===== src/rtl/mem_lsu_pkg.sv =====
// Shared definitions for the memory-stage load/store unit:
// access op/size encodings, bus widths and LSU state encodings.
`ifndef ACCESS_OP_D2R
`define ACCESS_OP_D2R 2'b00
`define ACCESS_OP_M2R 2'b01
`define ACCESS_OP_R2M 2'b10
`endif

`ifndef ACCESS_SZ_BYTE
`define ACCESS_SZ_BYTE  3'd0
`define ACCESS_SZ_HALF  3'd1
`define ACCESS_SZ_WORD  3'd2
`define ACCESS_SZ_LEFT  3'd3
`define ACCESS_SZ_RIGHT 3'd4
`endif

package mem_lsu_pkg;

  localparam int unsigned OP_W   = 2;
  localparam int unsigned SZ_W   = 3;
  localparam int unsigned BE_W   = 4;
  localparam int unsigned WORD_W = 32;
  localparam int unsigned REG_W  = 5;

  localparam logic [OP_W-1:0] OP_D2R = `ACCESS_OP_D2R;
  localparam logic [OP_W-1:0] OP_M2R = `ACCESS_OP_M2R;
  localparam logic [OP_W-1:0] OP_R2M = `ACCESS_OP_R2M;

  localparam logic [SZ_W-1:0] SZ_BYTE  = `ACCESS_SZ_BYTE;
  localparam logic [SZ_W-1:0] SZ_HALF  = `ACCESS_SZ_HALF;
  localparam logic [SZ_W-1:0] SZ_WORD  = `ACCESS_SZ_WORD;
  localparam logic [SZ_W-1:0] SZ_LEFT  = `ACCESS_SZ_LEFT;
  localparam logic [SZ_W-1:0] SZ_RIGHT = `ACCESS_SZ_RIGHT;

  typedef enum logic [1:0] {
    IDLE  = 2'd0,
    REQ   = 2'd1,
    DONE  = 2'd2,
    DRAIN = 2'd3
  } lsu_state_e;

  // Byte lane idx of a little-endian word.
  function automatic logic [7:0] lane8(input logic [WORD_W-1:0] w, input logic [1:0] idx);
    return w[{idx, 3'b000} +: 8];
  endfunction

endpackage


===== src/rtl/mem_lsu_align.sv =====
// Combinational lane logic: byte enables, store data alignment,
// load extraction/extension/merge and misalignment detection.
module mem_lsu_align
  import mem_lsu_pkg::*;
(
  input  logic [SZ_W-1:0]   size_i,
  input  logic [1:0]        offs_i,
  input  logic [WORD_W-1:0] rt_i,
  input  logic [WORD_W-1:0] rdata_i,
  input  logic              unsigned_i,
  output logic [BE_W-1:0]   be_o,
  output logic [WORD_W-1:0] wrdata_o,
  output logic [WORD_W-1:0] load_o,
  output logic              misaligned_o
);

  logic [7:0]  ld_byte;
  logic [15:0] ld_half;
  logic [4:0]  sh_left;
  logic [4:0]  sh_right;

  assign ld_byte  = lane8(rdata_i, offs_i);
  assign ld_half  = rdata_i[{offs_i[1], 4'b0000} +: 16];
  assign sh_right = {offs_i, 3'b000};
  assign sh_left  = {2'd3 - offs_i, 3'b000};

  always_comb begin
    be_o         = '0;
    wrdata_o     = rt_i;
    load_o       = rdata_i;
    misaligned_o = 1'b0;
    case (size_i)
      SZ_BYTE: begin
        be_o     = 4'b0001 << offs_i;
        wrdata_o = {4{rt_i[7:0]}};
        load_o   = unsigned_i ? {24'h0, ld_byte} : {{24{ld_byte[7]}}, ld_byte};
      end
      SZ_HALF: begin
        be_o         = 4'b0011 << offs_i;
        wrdata_o     = {2{rt_i[15:0]}};
        load_o       = unsigned_i ? {16'h0, ld_half} : {{16{ld_half[15]}}, ld_half};
        misaligned_o = offs_i[0];
      end
      SZ_WORD: begin
        be_o         = 4'hF;
        misaligned_o = |offs_i;
      end
      SZ_LEFT: begin
        // Upper bytes of rt come from memory lanes 0..offs.
        be_o     = 4'b1111 >> (2'd3 - offs_i);
        wrdata_o = rt_i >> sh_left;
        case (offs_i)
          2'd0:    load_o = {rdata_i[7:0],  rt_i[23:0]};
          2'd1:    load_o = {rdata_i[15:0], rt_i[15:0]};
          2'd2:    load_o = {rdata_i[23:0], rt_i[7:0]};
          default: load_o = rdata_i;
        endcase
      end
      SZ_RIGHT: begin
        // Lower bytes of rt come from memory lanes offs..3.
        be_o     = 4'b1111 << offs_i;
        wrdata_o = rt_i << sh_right;
        case (offs_i)
          2'd0:    load_o = rdata_i;
          2'd1:    load_o = {rt_i[31:24], rdata_i[31:8]};
          2'd2:    load_o = {rt_i[31:16], rdata_i[31:16]};
          default: load_o = {rt_i[31:8],  rdata_i[31:24]};
        endcase
      end
      default: ;
    endcase
  end

endmodule


===== src/rtl/mem_lsu.sv =====
// Memory-stage load/store unit: one req/ack bus transaction per access,
// stalling upstream until the result is available in the DONE cycle.
module mem_lsu
  import mem_lsu_pkg::*;
#(
  parameter int unsigned ADDR_W = 32,
  parameter int unsigned DATA_W = 32  // only 32 is supported
) (
  input  logic              clk,
  input  logic              rst,
  input  logic              exception_flush,
  input  logic [OP_W-1:0]   mem_access_op,
  input  logic [SZ_W-1:0]   mem_access_sz,
  input  logic [ADDR_W-1:0] mem_addr,
  input  logic [DATA_W-1:0] data_i,
  input  logic [REG_W-1:0]  reg_addr_i,
  input  logic              flag_unsigned,
  output logic [ADDR_W-1:0] bus_address,
  output logic [BE_W-1:0]   bus_byteenable,
  output logic              bus_read,
  output logic              bus_write,
  output logic [DATA_W-1:0] bus_wrdata,
  input  logic [DATA_W-1:0] bus_rddata,
  input  logic              bus_ack,
  output logic [DATA_W-1:0] data_o,
  output logic [REG_W-1:0]  reg_addr_o,
  output logic              stall,
  output logic              addr_err_load,
  output logic              addr_err_store,
  output logic [ADDR_W-1:0] bad_vaddr
);

  lsu_state_e        state_q, state_d;
  logic [ADDR_W-1:0] bus_address_q, bus_address_d;
  logic [BE_W-1:0]   bus_be_q, bus_be_d;
  logic              bus_read_q, bus_read_d;
  logic              bus_write_q, bus_write_d;
  logic [DATA_W-1:0] bus_wrdata_q, bus_wrdata_d;
  logic [DATA_W-1:0] rbuf_q, rbuf_d;

  logic              is_load;
  logic              is_store;
  logic              is_mem;
  logic              misaligned;
  logic              start;
  logic [BE_W-1:0]   al_be;
  logic [DATA_W-1:0] al_wrdata;
  logic [DATA_W-1:0] al_load;

  assign is_load  = (mem_access_op == OP_M2R);
  assign is_store = (mem_access_op == OP_R2M);
  assign is_mem   = is_load | is_store;
  assign start    = (state_q == IDLE) && is_mem && !misaligned && !exception_flush;

  // Load merge uses the buffered bus word and the still-presented rt value.
  mem_lsu_align u_align (
    .size_i       (mem_access_sz),
    .offs_i       (mem_addr[1:0]),
    .rt_i         (data_i),
    .rdata_i      (rbuf_q),
    .unsigned_i   (flag_unsigned),
    .be_o         (al_be),
    .wrdata_o     (al_wrdata),
    .load_o       (al_load),
    .misaligned_o (misaligned)
  );

  // Next-state and bus register updates.
  always_comb begin
    state_d       = state_q;
    bus_address_d = bus_address_q;
    bus_be_d      = bus_be_q;
    bus_read_d    = bus_read_q;
    bus_write_d   = bus_write_q;
    bus_wrdata_d  = bus_wrdata_q;
    rbuf_d        = rbuf_q;
    case (state_q)
      IDLE: begin
        if (start) begin
          state_d       = REQ;
          bus_address_d = {mem_addr[ADDR_W-1:2], 2'b00};
          bus_be_d      = al_be;
          bus_read_d    = is_load;
          bus_write_d   = is_store;
          bus_wrdata_d  = is_store ? al_wrdata : '0;
        end
      end
      REQ: begin
        if (bus_ack) begin
          bus_read_d  = 1'b0;
          bus_write_d = 1'b0;
          if (exception_flush) begin
            state_d = IDLE;
          end else begin
            rbuf_d  = bus_rddata;
            state_d = DONE;
          end
        end else if (exception_flush) begin
          state_d = DRAIN;
        end
      end
      DRAIN: begin
        // The bus cannot be aborted: hold the request, drop the data.
        if (bus_ack) begin
          bus_read_d  = 1'b0;
          bus_write_d = 1'b0;
          state_d     = IDLE;
        end
      end
      DONE:    state_d = IDLE;
      default: state_d = IDLE;
    endcase
  end

  always_ff @(posedge clk) begin
    if (rst) begin
      state_q       <= IDLE;
      bus_address_q <= '0;
      bus_be_q      <= '0;
      bus_read_q    <= 1'b0;
      bus_write_q   <= 1'b0;
      bus_wrdata_q  <= '0;
      rbuf_q        <= '0;
    end else begin
      state_q       <= state_d;
      bus_address_q <= bus_address_d;
      bus_be_q      <= bus_be_d;
      bus_read_q    <= bus_read_d;
      bus_write_q   <= bus_write_d;
      bus_wrdata_q  <= bus_wrdata_d;
      rbuf_q        <= rbuf_d;
    end
  end

  assign bus_address    = bus_address_q;
  assign bus_byteenable = bus_be_q;
  assign bus_read       = bus_read_q;
  assign bus_write      = bus_write_q;
  assign bus_wrdata     = bus_wrdata_q;

  // Pipeline-facing outputs follow the current instruction combinationally.
  always_comb begin
    stall          = 1'b0;
    data_o         = '0;
    reg_addr_o     = '0;
    addr_err_load  = 1'b0;
    addr_err_store = 1'b0;
    bad_vaddr      = '0;
    case (state_q)
      IDLE: begin
        if (is_mem) begin
          if (misaligned) begin
            addr_err_load  = is_load;
            addr_err_store = is_store;
            bad_vaddr      = mem_addr;
          end else begin
            stall = !exception_flush;
          end
        end else if (mem_access_op == OP_D2R && !exception_flush) begin
          data_o     = data_i;
          reg_addr_o = reg_addr_i;
        end
      end
      REQ, DRAIN: stall = 1'b1;
      DONE: begin
        if (is_load && !exception_flush) begin
          data_o     = al_load;
          reg_addr_o = reg_addr_i;
        end
      end
      default: ;
    endcase
  end

endmodule


===== config.mk =====
export PLATFORM = sky130hd
export DESIGN_NAME = mem_lsu
export DESIGN_NICKNAME = d
export VERILOG_FILES = /design/src/rtl/mem_lsu_pkg.sv /design/src/rtl/mem_lsu_align.sv /design/src/rtl/mem_lsu.sv
export SDC_FILE = /design/constraint.sdc
export NUM_CORES = 1
export LEC_CHECK = 0
export CELL_PAD_IN_SITES_DETAIL_PLACEMENT = 1
export CELL_PAD_IN_SITES_GLOBAL_PLACEMENT = 1
export CORE_MARGIN = 2
export CORE_UTILIZATION = 34
export CTS_CLUSTER_SIZE = 40
export DETAILED_ROUTE_END_ITERATION = 8
export HOLD_SLACK_MARGIN = 0.15
export PLACE_DENSITY = 0.91
export SLEW_MARGIN = 20
export SYNTH_ARGS = -nofsm -noshare
export SYNTH_HDL_FRONTEND = slang
export SYNTH_HIERARCHICAL = 1
export SYNTH_SLANG_ARGS = --single-unit

===== constraint.sdc =====
create_clock -name clk -period 2.7 [get_ports clk]
set_input_delay 0.27 -clock clk [delete_from_list [all_inputs] [get_ports clk]]
set_output_delay 0.27 -clock clk [all_outputs]
set_load 0.1 [all_outputs]

==> results of run 1 <==
cells in the mapped netlist (8+ instances only):
cell        n
mux2i_1    52
and3b_1    10
mux4_2     17
o211ai_1   10
o21ai_0   120
nand3_1    38
buf_2      29
o32a_1      8
clkbuf_1   69
a211oi_1    9
a21oi_1   144
mux2_2     24
buf_4      13
o221ai_1    8
a22oi_1    15
nand2_1   101
dfxtp_1   102
nor2_1     59
a221oi_1   19
o22ai_1     9
and2_1     42
a22o_2     21
nand2b_1   10
nand4_1    32
a22o_1     12
a31oi_1     8
metrics by stage:
stage            util  hold WS [ns]  cell area [sq um]  power (mW)
2_1_floorplan       -        0.4060               8138       2.743
3_3_place_gp   0.4980        0.4593              11650       3.387
3_5_place_dp   0.4980        0.4699              11650       3.424
4_1_cts        0.5107        0.3409              11950       4.788
5_1_grt        0.5121        0.3596              11990       4.944
6_report       0.5122        0.3497              11990       4.775
kinds of logic after synthesis:
kind of cell               share of synthesized area
AOI/OAI and AO/OA                             0.3134
and+or+nand+nor                               0.2066
buffers and inverters                        0.07651
DFF                                           0.2522
muxes                                         0.1450
adders and majority gates                   0.004637
other                                      0.0004632
xor gates and xnor gates                    0.001082
registers in the layout, summed over array words and instances (netlist names):
signal and count:
bus_wrdata 32, rbuf_q 32, bus_address 30, bus_byteenable 4, state_q 2, bus_read 1, bus_write 1
area by class of cell:
cell class | count | area, sq um | share of cell area
multi-input cells | 829 | 5515 | 0.4601
repair buffers | 323 | 3711 | 0.3096
flip-flops and latches | 102 | 2043 | 0.1704
well taps | 319 | 399.1 | 0.03330
clock buffers | 9 | 225.2 | 0.01879
clock inverters | 7 | 72.57 | 0.006054
inverters | 5 | 18.77 | 0.001566
diodes | 1 | 2.502 | 0.0002087
critical path, cell delays in order:
cell	delay, ns
clkdlybuf4s50_1	0.49
inv_1	0.07
ha_1	0.31
or3b_2	0.47
a211oi_2	0.22
buf_4	0.16
and2_1	0.18
buf_12	0.18
cell usage in the layout (no fill, tap or decap), types with 17 or more instances in the layout:
master / count
nand2_1: 101
buf_4: 133
dfxtp_1: 101
buf_12: 82
o21ai_0: 120
mux2_2: 24
mux2i_1: 52
and2_2: 30
nand4_1: 32
nor2_1: 59
clkdlybuf4s50_1: 106
nand3_1: 38
a21oi_1: 144
mux4_2: 17
a221oi_1: 19
a22o_2: 22
how the worst max path moves through the flow:
stage | startpoint | to | slack (ns)
6_report | mem_access_op[0] | reg_addr_o[2] | 0.07
5_1_grt | mem_access_op[0] | reg_addr_o[4] | -0.03
4_1_cts | mem_access_sz[2] | data_o[12] | 0.02
3_5_place_dp | mem_access_sz[2] | data_o[12] | 0.02
3_3_place_gp | mem_access_op[0] | reg_addr_o[4] | 0.09
2_1_floorplan | mem_addr[0] | addr_err_store | 0.14
layer usage:
| metal | track usage | vias to the layer above | wire length, um | part of all wire |
|---|---|---|---|---|
| met5 | 0 | - | 11 | 0.00030 |
| met2 | 0.4907 | 462 | 17920 | 0.48 |
| met1 | 0.3600 | 4688 | 14590 | 0.39 |
| li1 | - | 4367 | - | - |
| met4 | 0.1107 | 2 | 1379 | 0.037 |
| met3 | 0.08057 | 90 | 3321 | 0.089 |
power groups by stage:
stage	Sequential (mW)	Clock [mW]	Combinational [mW]
finish	1.59	1.36	1.82
CTS	1.59	1.39	1.80
global placement	1.62	0	1.77
global route	1.60	1.44	1.91
detailed placement	1.63	0	1.80
floorplan	1.89	0	0.849
repair_timing:
| action | in CTS | in global routing |
|---|---|---|
| buffers inserted | 0 | 2 |
| hold endpoints to repair | 0 | 0 |
| endpoints found under the setup margin | 0 | 41 |
| resized for setup | 0 | 7 |
==> flow_metrics.py, run 1 <==
metrics = {
    "critical_path": {
        "setup.worst_path.class": "in2out",
        "reg2reg_depth": 4,
        "r2r_slack_ns": 0.80,
        "endpoint_kind": "output pin",
        "timing.rr.start": "state_q[1]",
        "required_ns": 2.43,
        "rr_endpoint": "bus_wrdata[27]",
        "arrival_ns": 2.36,
        "cp_max_fo": 5,
        "startpoint_type": "primary input",
    },
    "power_and_ir_drop": {
        "ir_drop_uv": 345.5,
        "clkPwrFrac": 0.284,
        "internal_power_mw": 2.841,
        "p_seq_frac": 0.334,
        "sw_frac_of_total": 0.4050,
        "power.switching_mw": 1.934,
        "power_leakage_nw": 4.489,
        "power_frac_comb": 0.382,
        "powerDensity_mw_per_mm2": 398.3,
    },
    "sta": {
        "skew_ns": 0.01568,
        "rsz0062_at_grt": "yes",
        "relSlewSlack": 0.5571,
        "period_share": 0.9743,
        "setup_violations": 0,
        "final.min_clock_period_ns": 2.631,
        "final-hold-violation-count": 0,
        "setup_ws_ns": 0.06934,
        "worst_pin_slew_ns": 0.6643,
        "fmax_mhz": 380.1,
        "maxSlewViolCount": 0,
        "setup_tns_ns": 0,
    },
    "global_routing": {
        "grt_pass1_vias": 9893,
        "gr-total-overflow": 0,
        "grt_pass1_wl_mm": 56.88,
        "grt_usage": 0.2933,
        "grt_start_max_net_pins": 69,
        "antenna_found_initial": 3,
    },
    "finish": {
        "nets": 1384,
        "drive_above_1_share": 0.2776,
        "fill_cells": 2780,
        "final_cells": 1595,
        "area_delta_synth_final_pct": 48.08,
    },
    "hold_path": {
        "min_to": "rbuf_q[31]",
        "min_path_cells": 3,
        "worst_hold_path_type": "in2reg",
        "min-delay-start": "rst",
    },
    "logic_synthesis": {
        "synth.largest_area_cell": "dfxtp_1",
        "yosysWarnings": 6,
        "ys_seq_area_frac": 0.2522,
        "synthTopCellsByArea": "dfxtp_1 (25%), a21oi_1 (8.9%), o21ai_0 (7.4%), mux2i_1 (6.4%), mux4_2 (4.7%)",
        "syn_area_sq_mm": 0.008095,
        "synth_ff_type": "dfxtp_1",
        "syn_inst": 1058,
        "synth_edf_count": 0,
        "ys_types": 66,
        "synth_top_area_frac": 0.2522,
        "postSynth.asyncResetShare": 0,
        "syn_avg_cell_area_sq_um": 7.651,
        "synth-seq-cells": 102,
    },
    "cts": {
        "htreeDepth": 3,
        "clkTransAtPathRegs_ns": 0.08,
        "clock-sinks": 102,
        "clk_path_buf_depth": 2,
        "cts_buffers": 9,
        "insertion_delay_ns": 0.36,
        "cts_tree": "yes",
        "cts_hold_buf": 0,
        "clock-root-buffer": "clkbuf_16",
    },
    "outcome": {
        "outcome": "complete, no violations",
    },
    "floorplanning": {
        "initial_core_util": 0.3459,
        "core-area_sq_mm": 0.02340,
        "die_area_sq_mm": 0.02506,
        "ios": 253,
        "rows": 56,
        "die_w_um": 158.3,
        "die_h_um": 158.3,
    },
    "run": {
        "drv_cap": 0,
    },
    "routing": {
        "vias_per_cell": 6.024,
        "drt_wl_total_mm": 37.22,
        "ant_nets": 0,
        "dr.pass1.iters": 5,
        "detail_route.wl_per_cell_um": 23.33,
        "vias": 9609,
        "drtIter0Drc": 809,
        "drc": 0,
    },
    "placed_design": {
        "dpl.hpwl_mm": 27.77,
        "gp_congestion": 0.9549,
        "numPlacedInstances": 1576,
        "io_buffers": 250,
        "dp_slack_ns": 0.01770,
    },
}
No activity file was read; power rests on OpenSTA's default activity.
==> inputs of run 2 (changes only) <==
Settings changed: CORE_MARGIN 2 to default.
==> flow_metrics.py, run 2 (synthesis gave the netlist of run 1 again) <==
metrics = {
    "routing": {
        "vias_per_cell": 6.087,
        "vias": 9709,
        "ant_nets": 0,
        "drc": 0,
        "detail_route.wl_per_cell_um": 23.61,
        "drt_wl_total_mm": 37.65,
        "dr.pass1.iters": 5,
        "drtIter0Drc": 768,
    },
    "floorplanning": {
        "die_w_um": 156.3,
        "rows": 56,
        "die_area_sq_mm": 0.02443,
        "initial_core_util": 0.3459,
        "die_h_um": 156.3,
        "ios": 253,
        "core-area_sq_mm": 0.02340,
    },
    "sta": {
        "relSlewSlack": 0.5691,
        "period_share": 0.9882,
        "setup_violations": 0,
        "skew_ns": 0.01704,
        "final-hold-violation-count": 0,
        "rsz0062_at_grt": "no",
        "maxSlewViolCount": 0,
        "hold_ws_ns": 0.4344,
        "setup_ws_ns": 0.03179,
        "final.min_clock_period_ns": 2.668,
        "worst_pin_slew_ns": 0.6463,
        "fmax_mhz": 374.8,
    },
    "power_and_ir_drop": {
        "powerDensity_mw_per_mm2": 405.4,
        "ir_drop_uv": 371.3,
        "clkPwrFrac": 0.297,
        "sw_frac_of_total": 0.3980,
        "internal_power_mw": 2.940,
        "power.switching_mw": 1.944,
        "power_leakage_nw": 4.522,
        "p_seq_frac": 0.326,
        "power_frac_comb": 0.377,
    },
    "global_routing": {
        "antenna_found_initial": 1,
        "grt_start_max_net_pins": 71,
        "gr-total-overflow": 0,
        "grt_pass1_wl_mm": 57.48,
        "grt_usage": 0.3057,
        "grt_pass1_vias": 9777,
    },
    "finish": {
        "fill_cells": 2804,
        "final_cells": 1595,
        "seqCellArea_sq_mm": 0.002043,
        "nets": 1384,
        "drive_above_1_share": 0.2792,
        "final_common_cell": "a21oi_1",
        "area_delta_synth_final_pct": 48.81,
        "multi_input_area_sq_mm": 0.005535,
        "final_cell_mix": "a21oi_1 (144), buf_4 (131), o21ai_0 (120), clkdlybuf4s50_1 (104)",
    },
    "critical_path": {
        "setup.worst_path.class": "reg2out",
        "arrival_ns": 2.40,
        "required_ns": 2.43,
        "startpoint_type": "flip-flop",
        "endpoint_kind": "output pin",
        "cp_max_fo": 8,
    },
    "outcome": {
        "outcome": "complete, no violations",
    },
    "placed_design": {
        "dpl.hpwl_mm": 27.83,
        "io_buffers": 250,
        "dp_slack_ns": -0.1137,
        "numPlacedInstances": 1578,
        "gp_congestion": 0.9537,
    },
    "cts": {
        "insertion_delay_ns": 0.37,
        "clkTransAtPathRegs_ns": 0.09,
        "clk_path_buf_depth": 2,
        "clock-root-buffer": "clkbuf_16",
        "clock-sinks": 102,
        "htreeDepth": 3,
        "cts_tree": "yes",
        "cts_buffers": 9,
        "post_cts_buffers": 0,
    },
    "run": {
        "drv_cap": 0,
    },
    "hold_path": {
        "worst_hold_path_type": "in2reg",
    },
}
-- run 2: cell types whose count changed in the layout (fill, tap and decap cells not counted), sizes merged --
| cell | previous run | this run |
|---|---|---|
| bufinv | 0 | 1 |
| dlymetal6s2s | 0 | 2 |
| clkinv | 4 | 2 |
| clkdlybuf4s50 | 106 | 104 |
| clkbuf | 9 | 10 |
-- run 2: metal layers --
| layer | vias up | wire, um | GRT usage | part of all wire |
|---|---|---|---|---|
| met5 | - | 13 | 0 | 0.00035 |
| met4 | 2 | 1097 | 0.1125 | 0.029 |
| met3 | 74 | 2793 | 0.06702 | 0.074 |
| met2 | 431 | 18450 | 0.5174 | 0.49 |
| met1 | 4834 | 15300 | 0.3784 | 0.41 |
| li1 | 4368 | - | - | - |
-- run 2: path summary, 6_finish.rpt --
| path | cells past startpoint | from | to | slack, ns |
|---|---|---|---|---|
| worst min-delay path | 2 | rst | rbuf_q[30] | 0.43 |
| worst min register to register | 2 | bus_wrdata[12] | bus_wrdata[12] | 0.48 |
| worst max-delay path | 6 | rbuf_q[15] | data_o[12] | 0.03 |
| worst max register to register | 4 | state_q[1] | bus_wrdata[23] | 0.84 |
-- run 2: metrics by stage --
stage	cell area (sq um)	TNS [ns]	util	power, mW
floorplan	8138	0	-	2.743
global placement	11680	-0.05897	0.4992	3.396
detailed placement	11680	-0.7678	0.4992	3.431
CTS	12020	0	0.5138	4.889
global route	12040	0	0.5146	5.040
finish	12050	0	0.5148	4.884
-- run 2: critical path: stages, from the launching register on --
cell     delay (ns)
dfxtp_1        0.40
mux4_2         0.58
nand2_2        0.12
nand2_4        0.09
o32a_1         0.37
a22o_1         0.27
buf_12         0.19
-- run 2: timing repair --
action,4_1_cts,5_1_grt
gates resized for setup,8,7
setup endpoints to repair,16,45
pin swaps,1,1
hold buffers,0,0
-- run 2: final cells by class --
type | instances | area share
clock buffer | 10 | 0.01901
inverter | 5 | 0.001558
clock inverter | 6 | 0.007167
multi-input combinational | 829 | 0.4595
sequential | 102 | 0.1696
timing repair buffer | 323 | 0.3098
tap | 319 | 0.03313
antenna | 1 | 0.0002077
-- run 2: power by group through the flow --
stage	combinational [mW]	sequential [mW]	clock, mW
after floorplan	0.849	1.89	0
after global placement	1.78	1.62	0
after detailed placement	1.80	1.63	0
after CTS	1.82	1.59	1.48
after global routing	1.92	1.60	1.52
final	1.84	1.59	1.45
